`config.mk`:
```
export PLATFORM = sky130hd
export DESIGN_NAME = result_bank
export DESIGN_NICKNAME = d
export VERILOG_FILES = /design/src/rtl/result_pkg.sv /design/src/rtl/result_clear_seq.sv /design/src/rtl/result_bank.sv
export SDC_FILE = /design/constraint.sdc
export NUM_CORES = 1
export LEC_CHECK = 0
export CORE_ASPECT_RATIO = 0.5
export CORE_MARGIN = 3
export CORE_UTILIZATION = 47
export DETAILED_ROUTE_END_ITERATION = 7
export SETUP_SLACK_MARGIN = 0.5
export SLEW_MARGIN = 5
export SYNTH_ARGS = -nofsm -noshare
export SYNTH_HDL_FRONTEND = slang
export SYNTH_SLANG_ARGS = --single-unit
```
`constraint.sdc`:
```
create_clock -name clk -period 3.6 [get_ports clk]
set_input_delay 0.72 -clock clk [delete_from_list [all_inputs] [get_ports clk]]
set_output_delay 0.72 -clock clk [all_outputs]
set_load 0.05 [all_outputs]
```
`src/rtl/result_pkg.sv`:
```
// rtl/result_pkg.sv - shared types and defaults for the result bank
package result_pkg;

  localparam int DEF_DATA_W = 32;
  localparam int DEF_DEPTH  = 16;

  typedef enum logic {
    ST_IDLE  = 1'b0,
    ST_CLEAR = 1'b1
  } clear_state_t;

endpackage

```
`src/rtl/result_clear_seq.sv`:
```
// rtl/result_clear_seq.sv - clear sequencer walking every bank entry once
//
// Purpose: on clear_start (ignored while already clearing) step clear_idx
// from 0 to DEPTH-1, one entry per cycle, then return to idle.
// Ports:
//   clk, n_rst   clock, asynchronous active-low reset
//   clear_start  request a clear sequence
//   clear_busy   high while an entry is being cleared (exactly DEPTH cycles)
//   clear_idx    entry cleared at the next rising edge while clear_busy
module result_clear_seq
  import result_pkg::*;
#(
  parameter int DEPTH = DEF_DEPTH,
  parameter int SEL_W = $clog2(DEPTH)
) (
  input  logic             clk,
  input  logic             n_rst,
  input  logic             clear_start,
  output logic             clear_busy,
  output logic [SEL_W-1:0] clear_idx
);

  localparam logic [SEL_W-1:0] LAST_IDX = SEL_W'(DEPTH - 1);

  clear_state_t     state_q, state_d;
  logic [SEL_W-1:0] idx_q, idx_d;

  always_ff @(posedge clk or negedge n_rst) begin
    if (!n_rst) begin
      state_q <= ST_IDLE;
      idx_q   <= '0;
    end else begin
      state_q <= state_d;
      idx_q   <= idx_d;
    end
  end

  always_comb begin
    state_d = state_q;
    idx_d   = idx_q;
    case (state_q)
      ST_IDLE: begin
        idx_d = '0;
        if (clear_start) state_d = ST_CLEAR;
      end
      ST_CLEAR: begin
        if (idx_q == LAST_IDX) begin
          state_d = ST_IDLE;
          idx_d   = '0;
        end else begin
          idx_d = idx_q + SEL_W'(1);
        end
      end
      default: begin
        state_d = ST_IDLE;
        idx_d   = '0;
      end
    endcase
  end

  assign clear_busy = (state_q == ST_CLEAR);
  assign clear_idx  = idx_q;

endmodule

```
`src/rtl/result_bank.sv`:
```
// rtl/result_bank.sv - multi-entry result store with dual read ports and sequenced clear
//
// Purpose: DEPTH entries of DATA_W data plus a valid bit. One write port,
// two combinational read ports with write-first bypass, a running count of
// valid entries and a one-entry-per-cycle clear sequence.
// Optional feature: define RESULT_BANK_ACCUM_EN to make writes with accum=1
// add in_data to the stored value (0 if the entry is invalid).
// Ports:
//   clk, n_rst              clock, asynchronous active-low reset
//   w_enable/in_sel/in_data write request, index and data
//   accum                   accumulate-write select (only with RESULT_BANK_ACCUM_EN)
//   clear_start             start the clear sequence
//   rd_sel_a/b              read indices; rd_data_a/b, rd_valid_a/b read results
//   clear_busy              clear sequence running
//   valid_count, all_valid  number of valid entries, all entries valid
//   wr_err                  one-cycle pulse per rejected write
module result_bank
  import result_pkg::*;
#(
  parameter int  DATA_W = DEF_DATA_W,
  parameter int  DEPTH  = DEF_DEPTH,
  localparam int SEL_W  = $clog2(DEPTH)
) (
  input  logic              clk,
  input  logic              n_rst,
  input  logic              w_enable,
  input  logic [SEL_W-1:0]  in_sel,
  input  logic [DATA_W-1:0] in_data,
  input  logic              accum,
  input  logic              clear_start,
  input  logic [SEL_W-1:0]  rd_sel_a,
  input  logic [SEL_W-1:0]  rd_sel_b,
  output logic [DATA_W-1:0] rd_data_a,
  output logic [DATA_W-1:0] rd_data_b,
  output logic              rd_valid_a,
  output logic              rd_valid_b,
  output logic              clear_busy,
  output logic [SEL_W:0]    valid_count,
  output logic              all_valid,
  output logic              wr_err
);

  localparam logic [SEL_W:0] DEPTH_V = (SEL_W + 1)'(DEPTH);
  localparam logic [SEL_W:0] CNT_ONE = (SEL_W + 1)'(1);

  logic [DATA_W-1:0] data_q [DEPTH];
  logic [DEPTH-1:0]  valid_q;
  logic [SEL_W:0]    cnt_q;
  logic              err_q;
  logic [SEL_W-1:0]  clear_idx;
  logic              in_range;
  logic              wr_accept;
  logic [DATA_W-1:0] wr_value;

  result_clear_seq #(
    .DEPTH (DEPTH),
    .SEL_W (SEL_W)
  ) u_clear_seq (
    .clk         (clk),
    .n_rst       (n_rst),
    .clear_start (clear_start),
    .clear_busy  (clear_busy),
    .clear_idx   (clear_idx)
  );

  // clear_start beats a same-cycle write, so it rejects the write too.
  assign in_range  = ({1'b0, in_sel} < DEPTH_V);
  assign wr_accept = w_enable & in_range & ~clear_busy & ~clear_start;

`ifdef RESULT_BANK_ACCUM_EN
  always_comb begin
    wr_value = in_data;
    if (accum) wr_value = in_data + (valid_q[in_sel] ? data_q[in_sel] : '0);
  end
`else
  logic unused_accum;
  assign wr_value     = in_data;
  assign unused_accum = accum;
`endif

  always_ff @(posedge clk or negedge n_rst) begin
    if (!n_rst) begin
      for (int i = 0; i < DEPTH; i++) data_q[i] <= '0;
      valid_q <= '0;
    end else begin
      for (int i = 0; i < DEPTH; i++) begin
        if (clear_busy && clear_idx == SEL_W'(i)) begin
          data_q[i]  <= '0;
          valid_q[i] <= 1'b0;
        end else if (wr_accept && in_sel == SEL_W'(i)) begin
          data_q[i]  <= wr_value;
          valid_q[i] <= 1'b1;
        end
      end
    end
  end

  // Writes are never accepted while clearing, so increment and decrement
  // can not coincide.
  always_ff @(posedge clk or negedge n_rst) begin
    if (!n_rst) begin
      cnt_q <= '0;
      err_q <= 1'b0;
    end else begin
      if (wr_accept && !valid_q[in_sel]) cnt_q <= cnt_q + CNT_ONE;
      else if (clear_busy && valid_q[clear_idx]) cnt_q <= cnt_q - CNT_ONE;
      err_q <= w_enable & ~wr_accept;
    end
  end

  function automatic logic [DATA_W:0] read_port(input logic [SEL_W-1:0] sel);
    if ({1'b0, sel} >= DEPTH_V) return '0;
    if (wr_accept && sel == in_sel) return {1'b1, wr_value};
    return {valid_q[sel], data_q[sel]};
  endfunction

  assign {rd_valid_a, rd_data_a} = read_port(rd_sel_a);
  assign {rd_valid_b, rd_data_b} = read_port(rd_sel_b);

  assign valid_count = cnt_q;
  assign all_valid   = (cnt_q == DEPTH_V);
  assign wr_err      = err_q;

endmodule

```
# Word-level counts from Yosys, hierarchy flattened
# Cells that the tools add are included.
[word_totals]
register_bits = 539
[classes]
n_bitwise = 8
reduce_logical = 56
order_cmp = 6
add_sub_neg = 3
muxes = 91
eq_ne = 33
[op_table]
columns = ["operator", "count"]
rows = [
  ["$mux W32", 36],
  ["$bmux W32 S4", 2],
  ["$mux W33", 4],
  ["$eq A4 B4 Y1 const B", 16],
  ["$mux W1", 40],
  ["$logic_and A1 B1 Y1", 36],
  ["$reduce_bool A2 Y1", 17],
  ["$eq A4 B3 Y1 const B", 8],
  ["$lt A4 B5 Y1 const B", 4],
  ["$bmux W1 S4", 4],
  ["$eq A4 B2 Y1 const B", 4],
  ["$ge A5 B5 Y1 const B", 2],
  ["$mux W5", 2],
  ["$not A4 Y5", 2],
  ["$eq A4 B1 Y1 const B", 2],
  ["$eq A4 B4 Y1", 2],
  ["$logic_not A4 Y1", 2],
  ["$pmux W4 S2", 1],
  ["$add A5 B1 Y5 const B", 1],
  ["$eq A5 B5 Y1 const B", 1],
  ["$sub A5 B1 Y5 const B", 1],
  ["$add A4 B1 Y4 const B", 1],
  ["$mux W4", 1],
  ["$and A1 B1 Y1", 3],
  ["other kinds (3)", 5],
]

# Logic depth before layout (Yosys ltp)
# Gate-level depths: netlist of run 1.
[depth]
depth_word = 6
ltp_mapped = 10

# By module
# Synthesis of run 1 repeated with hierarchy kept, for this count alone.
[unflattened]
hier_cells = 1866
hier_area_um2 = 28393.5
[by_module_without_submodules]
columns = ["mod", "n_inst", "area_each_um2", "cells_each", "seq_area_each_um2"]
rows = [
  ["result_bank", 1, 28185.8, 1849, 13362.8],
  ["result_clear_seq", 1, 207.7, 17, 125.1],
]

# Least setup slack after synthesis of run 1
# OpenSTA, ideal clock, no wires.
[synth_timing]
path_kind = "in2out"
start = "input rd_sel_a[1]"
end = "output rd_data_a[26]"
arrival_ns = 2.648
path_stages = 6
required_time_ns = 2.880
setup_slack_ns = 0.232
cell_sequence = "clkbuf_1 buf_2 clkbuf_1 mux4_2 mux4_2 mux2_2"
[synth_between]
elab_chain_cells = 5
word_cells_on_any_way = 8
[synth_rtl]
columns = ["element", "line_no", "text"]
rows = [
  ["start: declaration", "result_bank.sv:31", "input logic [SEL_W-1:0] rd_sel_a,"],
  ["$not A4 Y5 (implied by the code)", "result_bank.sv:114", "return {valid_q[sel], data_q[sel]};"],
  ["$bmux W32 S4", "result_bank.sv:114", ""],
  ["$mux W32 (implied by the code) (2 in series)", "result_bank.sv:114", ""],
  ["$mux W33 (*)", "result_bank.sv:114", ""],
  ["end: declaration", "result_bank.sv:33", "output logic [DATA_W-1:0] rd_data_a,"],
]
# Every way passes the cells marked *; elsewhere a longest branch is shown, timed or not. The select of a mux whose other input is x is not followed.

# Final worst setup path of run 1
[layout_timing]
start = "input rd_sel_a[0]"
end = "output rd_data_a[8]"
# The elaborated chain is that of the path after synthesis.

==> results of run 1 <==
-- cell usage after synthesis, types with 3 or more instances --
cell      instances  area (um^2)
nand3b_1          3         22.5
mux2_2           68          766
a22oi_1           3         22.5
nand2b_1          3         18.8
clkbuf_1        173          649
a31oi_1          22          138
buf_6            16          180
dfrtp_1         539        13500
mux2i_1           9         90.1
nand3_1           6         30.0
xor2_1           12          105
buf_1            53          199
a21oi_1           8         40.0
ha_1              7         87.6
a22o_1          512         4480
buf_2            18         90.1
a41oi_1           7         61.3
nor3_2            4         40.0
mux4_2          333         7500
nor2_1           37          139
nand2_1          10         37.5
inv_1             4         15.0
nor2b_1           8         50.1
-- power breakdown --
part / leakage, nW / total (mW) / internal [mW] / switching, mW
Clock: 0.859 / 5.77 / 3.28 / 2.49
Combinational: 7.33 / 4.71 / 1.93 / 2.77
Sequential: 7.49 / 7.01 / 6.54 / 0.472
-- routing by layer --
layer / vias to the layer above / global-route usage, % / part of all wire [%]
met5: - / 0 / 0
met4: 0 / 12.4 / 4.0
met3: 299 / 12.0 / 14
met2: 1649 / 48.4 / 44
met1: 11436 / 45.7 / 38
li1: 7975 / - / -
-- how the worst max path moves through the flow --
stage	endpoint	slack, ns	cells after the start	from
2_1_floorplan	rd_data_a[26]	0.43	6	rd_sel_a[0]
6_report	rd_data_a[8]	0.19	7	rd_sel_a[0]
3_5_place_dp	valid_count[4]	-0.13	11	in_sel[1]
4_1_cts	rd_data_a[28]	0.19	7	rd_sel_a[0]
3_3_place_gp	valid_count[4]	-0.08	10	in_sel[1]
5_1_grt	rd_data_a[9]	0.15	11	rd_sel_a[0]
-- registers in the layout, indices dropped and copies added (netlist names) --
register	count
data_q	512
valid_q	16
valid_count	5
u_clear_seq.clear_idx	4
u_clear_seq.clear_busy	1
wr_err	1
-- layout make-up --
cell class,instances,area share (%)
clock buffer,81,4.41
multi-input combinational,1068,40.5
clock inverter,13,0.520
tap,800,2.81
sequential,539,37.9
inverter,4,0.0422
timing repair buffer,337,13.8
antenna,1,0.00703
-- repair_timing --
action	4_1_cts	5_1_grt
gates resized for setup	107	33
endpoints found under the hold margin	0	0
endpoints found under the setup margin	68	77
pin swaps	3	2
buffers inserted	34	9
cloned	20	9
-- cells by family (layout without fill, tap and decap cells) --
| logic type | Yosys count | in the layout | share of synthesized area (%) |
|---|---|---|---|
| AO/OA/AOI/OAI | 556 | 556 | 16.8 |
| XOR/XNOR | 13 | 13 | 0.401 |
| adder cells (fa/ha/maj) | 8 | 8 | 0.379 |
| buffers and inverters | 264 | 435 | 3.99 |
| flip-flops | 539 | 539 | 47.5 |
| multiplexers | 410 | 410 | 29.4 |
| other | 0 | 1 | 0 |
| AND/OR/NAND/NOR | 81 | 81 | 1.44 |
==> qor.txt, run 1 <==
Status -> finished, final reports clean
Reg2reg path depth -> 5
Initial Util -> 48.5%
Synthesized net count -> 1,928
Critical path arrival -> 2.69 ns
Yosys reg bits -> 539
Minimum clock period -> 3.41 ns
Final Cell Area -> 35,600 um^2
Unrepaired setup endpoints after global routing -> true
Setup slack after layout -> 0.190 ns
P&R area growth vs syn -> 25.4%
Synth cell types -> 35
CP max-delay cell -> mux4_2
Leak pwr -> 15.7 nW
Syn Std Cell Area -> 28,400 um^2
Crit path max-delay family -> multiplexers
Peak supply drop -> 0.356 mV
Tcrit/Tclk final -> 94.7%
Power Density -> 492 nW/um^2
Global placement routability congestion -> 0.861
Largest fanout on the critical path -> 8
EDFF count, synth -> 0
HP Class -> input pin to asynchronous set/reset pin
DR vias -> 21,359
Fin. Hold Viols -> 0
Critical path type -> input pin to primary output
Asr flop ratio synth -> 100%
# Max-Cap Violations -> 0
Latest clock arrival within the worst-skew pair -> 0.61 ns
Die Wd -> 354 um
DR vias/cell -> 7.51
Wire length per cell -> 37.4 um
Commonest cells after routing, fill and taps aside -> 539 x dfrtp_1, 512 x a22o_1, 333 x mux4_2
Max-slew violations -> 0
Max frequency -> 0.293 GHz
Critical R2R Launch -> u_clear_seq.clear_idx[1]
Root buffer cell -> clkbuf_16
Crit start category -> input pin
Global route overflow -> 0
Post-DP HPWL -> 55.7 mm
# clock sinks -> 539
Area post-placement -> 32,100 um^2
Critical path capture point type -> primary output
Fraction of layout cells with a size suffix above 1 -> 40.1%
Worst slew margin -> 15.7%
Tot Pwr -> 17.5 mW
Setup TNS -> 0 ns
Critical path buffers and inverters -> 4
Die area -> 63,600 um^2
Layout fillers -> 4,279
Largest net degree at the start of global routing -> 88
Cts hold-fix bufs -> 0
Ys flop type -> dfrtp_1
Post-layout nets -> 2,059
Placed Cells -> 2,676
Worst slew pin tran -> 1.26 ns
Cell Chain, Critical Path -> clkbuf_16, buf_12, buf_12, mux4_2, mux4_2, mux2_4, buf_6
CTS H-tree lvls -> 2
DR pass1 iterations -> 5
CORE AREA -> 58,600 um^2
Critical Path RT -> 2.88 ns
Commonest non-fill, non-tap cell in the layout -> dfrtp_1
Longest Clk Path Bufs -> 3
Sequential Area -> 13,500 um^2
Post-synthesis average cell area -> 15.2 um^2
PortBufs -> 121
Mapped Cells -> 1,871
Row Count -> 62
Final wirelength -> 106 mm
Worst hold slack -> 0.0931 ns
Die height -> 180 um
Clk slew on worst S/H paths -> 0.06 ns
FF-to-FF setup slack -> 0.68 ns
Initial antenna violation count -> 1
Non-filler instance count after layout -> 2,843
Num CTS Buffers -> 52
R2r endpoint -> data_q[253]
DRC Markers -> 0
First-pass GRT wire length -> 156 mm
Vias in the first global route -> 22,404
CTS tree -> built
All-Layer GR Usage -> 33.1%
CP max stage delay -> 0.52 ns
Number of nets with antenna violations after routing -> 0
Post-Place Worst Slack -> -0.129 ns
Clock Skew -> 0.0152 ns
Top-Level Pins -> 123
Layout Utilization -> 60.8%
Drt first-iter violations -> 2,843
Register area share after synthesis -> 47.5%
Warnings from Yosys -> 0
Area occupied by multi-input gates -> 14,400 um^2
Setup-failing EPs final -> 0
Power figures use the tool's default switching activity.
==> run 2, diff against run 1 <==
Settings changed: GPL_ROUTABILITY_DRIVEN set to 0.
Clock period 3.6 ns to 3.65 ns, I/O delays scaled along.
==> run 2 against run 1 <==
- cell count fell by 0.95%
- design area is 0.86% lower
- global-route usage decreased by 0.26 points
- critical endpoint is now rd_data_a[7]
- routed wire length down 0.90%
- largest cell class unchanged
- largest power group unchanged
- combinational power hardly changed
- highest routed layer is now met5
- power down 2.7%
- sequential share of layout area rose by 0.33 points
- core utilization fell by 0.53 points
==> qor.txt, run 2 (same netlist as run 1, synthesis figures left out) <==
N_diodes -> 0 (-1)
Peak supply drop -> 0.348 mV (-2.3%)
Largest net degree at the start of global routing -> 93 (+5.7%)
Worst hold slack -> 0.125 ns (+0.0320 ns)
Critical path buffers and inverters -> 4 (unchanged)
Met2 wire len -> 47.3 mm (+0.62%)
Die Wd -> 354 um (unchanged)
First-pass GRT wire length -> 155 mm (-0.39%)
Die area -> 63,600 um^2 (unchanged)
Highest routed layer -> met5
Non-filler instance count after layout -> 2,816 (-0.95%)
Die height -> 180 um (unchanged)
CP max stage delay -> 0.54 ns (+0.02 ns)
All-Layer GR Usage -> 32.9% (-0.26 points)
Post-DP HPWL -> 56.6 mm (+1.7%)
Wire length per cell -> 37.4 um (about the same)
Worst slew pin tran -> 1.47 ns (+0.203 ns)
PortBufs -> 121 (unchanged)
Num CTS Buffers -> 50 (-3.8%)
Reg2reg path depth -> 6 (+1)
DR pass1 iterations -> 5 (unchanged)
Max FFs per register -> 512 (unchanged)
Crit start category -> input pin
DR WL met3 -> 14.4 mm (-0.32%)
Met1 WL -> 38.7 mm (-4.3%)
Tcrit/Tclk final -> 95.4%
Final wirelength -> 105 mm (-0.90%)
Placed Cells -> 2,664 (-0.45%)
Clk slew on worst S/H paths -> 0.07 ns (about the same)
Top-Level Pins -> 123 (unchanged)
Cell Chain, Critical Path -> clkbuf_16, buf_16, buf_16, mux4_2, mux4_2, mux2_4, buf_6
Number of nets with antenna violations after routing -> 0 (unchanged)
Power Density -> 483 nW/um^2 (-1.8%)
Commonest non-fill, non-tap cell in the layout -> dfrtp_1
Initial Util -> 48.5% (unchanged)
Initial antenna violation count -> 1 (unchanged)
# Max-Cap Violations -> 0 (unchanged)
Layout Utilization -> 60.2% (-0.53 points)
Fin. Hold Viols -> 0 (unchanged)
Worst slew margin -> 1.87% (-14 points)
Setup-failing EPs final -> 0 (unchanged)
Setup slack after layout -> 0.169 ns (-0.0211 ns)
# clock sinks -> 539 (unchanged)
Global route overflow -> 0 (unchanged)
CP max-delay cell -> mux4_2
HP Class -> input pin to asynchronous set/reset pin
Critical Path RT -> 2.92 ns (+0.04 ns)
Commonest cells after routing, fill and taps aside -> 539 x dfrtp_1, 512 x a22o_1, 333 x mux4_2
CTS H-tree lvls -> 2 (unchanged)
Unrepaired setup endpoints after global routing -> true
DRC Markers -> 0 (unchanged)
Largest Register -> data_q
CORE AREA -> 58,600 um^2 (unchanged)
Root buffer cell -> clkbuf_16
Tot Pwr -> 17.0 mW (-2.7%)
Post-Place Worst Slack -> -0.103 ns (+0.0266 ns)
R2r endpoint -> data_q[508]
Clock Skew -> 0.0187 ns (+0.00353 ns)
Post-layout nets -> 2,035 (-1.2%)
Crit path max-delay family -> multiplexers
DR vias/cell -> 7.53 (+0.19%)
Latest clock arrival within the worst-skew pair -> 0.60 ns (about the same)
Critical path capture point type -> primary output
Largest fanout on the critical path -> 8 (unchanged)
Vias in the first global route -> 22,656 (+1.1%)
Max frequency -> 0.287 GHz
DR vias -> 21,196 (-0.76%)
Minimum clock period -> 3.48 ns
CTS tree -> built
Critical path arrival -> 2.75 ns (+0.06 ns)
Drt first-iter violations -> 2,762 (-2.8%)
Critical path type -> input pin to primary output
P&R area growth vs syn -> 24.3%
Critical R2R Launch -> u_clear_seq.clear_idx[1]
FF-to-FF setup slack -> 0.56 ns (-0.12 ns)
Status -> finished, final reports clean
Fraction of layout cells with a size suffix above 1 -> 39.5% (-0.57 points)
Longest Clk Path Bufs -> 3 (unchanged)
Leak pwr -> 15.5 nW (-1.3%)
Row Count -> 62 (unchanged)
Max-slew violations -> 0 (unchanged)
-- run 2: layer usage --
| metal | global-route usage (%) | vias to the layer above |
|---|---|---|
| met5 | 0 | - |
| met4 | 12.7 | 2 |
| met3 | 11.3 | 364 |
| met2 | 49.5 | 1644 |
| met1 | 44.3 | 11252 |
| li1 | - | 7934 |
-- run 2: what timing repair did --
item                       CTS  global route
pin swaps                    5             4
hold buffers                 0             0
gates cloned                23             4
setup endpoints to repair   79           105
setup buffers               32             3
gates resized for setup    117            14
-- run 2: worst register-to-register path, delay by kind of cell, from the launching register on --
family | cells | cell delay, ns
DFF | 1 | 0.68
adders and majority gates | 1 | 0.36
and+or+nand+nor | 1 | 0.30
AOI/OAI and AO/OA | 2 | 1.16
buffers and inverters | 2 | 0.53
-- run 2: report_power, final --
group          switching, mW  internal [mW]
Sequential             0.479           6.45
Clock                   2.44           2.98
Combinational           2.75           1.93
Total                   5.66           11.4
-- run 2: how the worst max path moves through the flow --
stage                          end  depth (start not counted)         from  slack, ns
global route          rd_data_a[7]                          7  rd_sel_a[0]       0.17
finish                rd_data_a[7]                          7  rd_sel_a[0]       0.17
CTS                  rd_data_a[18]                          7  rd_sel_a[0]       0.19
global placement    valid_count[4]                         10    in_sel[1]      -0.06
detailed placement  valid_count[4]                         10    in_sel[1]      -0.10
floorplan            rd_data_b[23]                          6  rd_sel_b[0]       0.46
-- run 2: cell type report --
cell class / count / area (um^2)
fillers: 4248 / 23300
multi-input cells: 1070 / 14400
well taps: 800 / 1000
inverters: 4 / 15.0
clock buffers: 74 / 1540
clock inverters: 16 / 114
flip-flops and latches: 539 / 13500
repair buffers: 313 / 4720
-- run 2: through the flow --
step                TNS [ns]  instance area, um^2
floorplan                  0                28800
global placement     -0.0780                32000
detailed placement    -0.448                32000
CTS                        0                35100
global route               0                35300
finish                     0                35300
==> run 3, diff against run 2 <==
Settings changed: TNS_END_PERCENT set to 10.
==> run 3 against run 2 <==
- critical path depth unchanged
- first-iteration DRC count decreased by 3.8%
- sequential share of layout area increased by 0.47 points
==> qor.txt, run 3 (same netlist as run 1, synthesis figures left out) <==
Status -> finished, final reports clean
Critical path arrival -> 2.68 ns (-0.07 ns)
Fin. Hold Viols -> 0 (unchanged)
FF-to-FF setup slack -> 0.60 ns (+0.04 ns)
HP Class -> input pin to asynchronous set/reset pin
Crit path to -> rd_data_a[16]
Critical R2R Launch -> u_clear_seq.clear_idx[1]
Largest Register -> data_q
Leak pwr -> 15.3 nW (-1.4%)
Top-Level Pins -> 123 (unchanged)
Vias in the first global route -> 22,116 (-2.4%)
PortBufs -> 121 (unchanged)
Largest net degree at the start of global routing -> 84 (-9.7%)
Max FFs per register -> 512 (unchanged)
Layout fillers -> 4,276 (+0.66%)
Final Cell Area -> 34,900 um^2 (-1.2%)
Number of nets with antenna violations after routing -> 0 (unchanged)
Commonest non-fill, non-tap cell in the layout -> dfrtp_1
Max frequency -> 0.294 GHz (+2.2%)
Critical path capture point type -> primary output
Post-DP HPWL -> 56.2 mm (-0.73%)
CTS tree -> built
Area occupied by multi-input gates -> 14,300 um^2 (-0.89%)
DR vias/cell -> 7.47 (-0.76%)
Initial Util -> 48.5% (unchanged)
Setup-failing EPs final -> 0 (unchanged)
Worst hold slack -> 0.108 ns (-0.0174 ns)
Latest clock arrival within the worst-skew pair -> 0.62 ns (+0.02 ns)
Setup slack after layout -> 0.243 ns (+0.0744 ns)
Wire length per cell -> 36.5 um (-2.5%)
DR vias -> 20,923 (-1.3%)
Fraction of layout cells with a size suffix above 1 -> 38.7% (-0.80 points)
Tcrit/Tclk final -> 93.3% (-2.0 points)
# clock sinks -> 539 (unchanged)
Sequential Area -> 13,500 um^2 (unchanged)
Die height -> 180 um (unchanged)
Die area -> 63,600 um^2 (unchanged)
DR WL met3 -> 12.8 mm (-11%)
Longest Clk Path Bufs -> 3 (unchanged)
Met1 WL -> 40.1 mm (+3.6%)
Worst slew pin tran -> 1.23 ns (-0.234 ns)
DR pass1 iterations -> 5 (unchanged)
Commonest cells after routing, fill and taps aside -> 539 x dfrtp_1, 512 x a22o_1, 333 x mux4_2
Drt first-iter violations -> 2,658 (-3.8%)
Worst slew margin -> 17.6% (+16 points)
All-Layer GR Usage -> 31.6% (-1.2 points)
Peak supply drop -> 0.445 mV (+28%)
Post-Place Worst Slack -> -0.108 ns (-0.00503 ns)
Crit start category -> input pin
Layout Utilization -> 59.5% (-0.73 points)
Unrepaired setup endpoints after global routing -> true
First-pass GRT wire length -> 150 mm (-3.1%)
Critical path type -> input pin to primary output
Num CTS Buffers -> 51 (+2.0%)
Die Wd -> 354 um (unchanged)
N_diodes -> 0 (unchanged)
Power Density -> 495 nW/um^2 (+2.5%)
Setup TNS -> 0 ns (unchanged)
Initial antenna violation count -> 0 (-1)
Global route overflow -> 0 (unchanged)
Clk slew on worst S/H paths -> 0.07 ns (about the same)
Clock Skew -> 0.0296 ns (+0.0109 ns)
Critical Path RT -> 2.92 ns (about the same)
Area post-placement -> 31,900 um^2 (-0.27%)
Setup crit start -> rd_sel_a[0]
P&R area growth vs syn -> 22.8%
DRC Markers -> 0 (unchanged)
Largest fanout on the critical path -> 7 (-1)
Row Count -> 62 (unchanged)
Max-slew violations -> 0 (unchanged)
Final wirelength -> 102 mm (-3.0%)
Reg2reg path depth -> 6 (unchanged)
CORE AREA -> 58,600 um^2 (unchanged)
Cts hold-fix bufs -> 0 (unchanged)
CTS H-tree lvls -> 2 (unchanged)
# Max-Cap Violations -> 0 (unchanged)
Post-layout nets -> 2,017 (-0.88%)
R2r endpoint -> data_q[349]
Root buffer cell -> clkbuf_16
Minimum clock period -> 3.41 ns (-0.0744 ns)
Highest routed layer -> met4
Met2 wire len -> 45.9 mm (-2.9%)
==> run 3: cell count changes in the layout (fill, tap and decap cells not counted), sizes merged <==
| cell | change |
|---|---|
| buf | -20 |
| inv | +1 |
| dlymetal6s2s | +1 |
| bufbuf | -1 |
| clkinvlp | -2 |
| bufinv | +5 |
| clkinv | -2 |
| a31oi | -2 |
| clkbuf | +5 |
| dlygate4sd2 | +2 |
| clkdlybuf4s15 | -2 |
==> run 3: how the worst min path moves through the flow <==
stage                        endpoint  slack (ns)  cells past startpoint
after global routing      data_q[454]        0.15                      1
after global placement    data_q[314]        0.49                      1
final                     data_q[486]        0.11                      1
after floorplan             data_q[0]        0.43                      0
after CTS                 data_q[454]        0.16                      1
after detailed placement  data_q[170]        0.50                      1
==> run 3: per-stage QoR <==
step           total power [mW]  instances
2_1_floorplan              9.28       1871
3_3_place_gp               11.1       2668
3_5_place_dp               11.3       2668
4_1_cts                    17.2       2792
5_1_grt                    17.7       2801
6_report                   17.2       2801
==> run 3: critical path, cell delays in order <==
cell	delay, ns
clkbuf_16	0.17
buf_12	0.13
clkbuf_16	0.17
mux4_2	0.50
mux4_2	0.51
mux2_4	0.30
buf_12	0.15
==> run 3: routing by layer <==
layer | track usage (%) | up-vias
li1 | - | 7881
met2 | 47.3 | 1530
met5 | 0 | -
met4 | 9.17 | 0
met1 | 44.8 | 11263
met3 | 10.1 | 249
==> run 3: repair_timing <==
item | CTS | global route
setup buffers | 13 | 4
pin swaps | 1 | 3
cloned | 17 | 5
endpoints found under the setup margin | 66 | 66
resized for setup | 52 | 21
==> run 3: report_power, final <==
group	internal (mW)	switching [mW]	leakage [nW]
Combinational	1.85	2.64	6.87
Sequential	6.45	0.470	7.49
Clock	3.35	2.48	0.898
==> run 3: cell type report <==
cell class | instances | share of cell area, %
inverters | 4 | 0.0431
well taps | 800 | 2.87
multi-input cells | 1068 | 41.0
clock inverters | 18 | 0.743
clock buffers | 76 | 4.42
repair buffers | 296 | 12.3
flip-flops and latches | 539 | 38.7
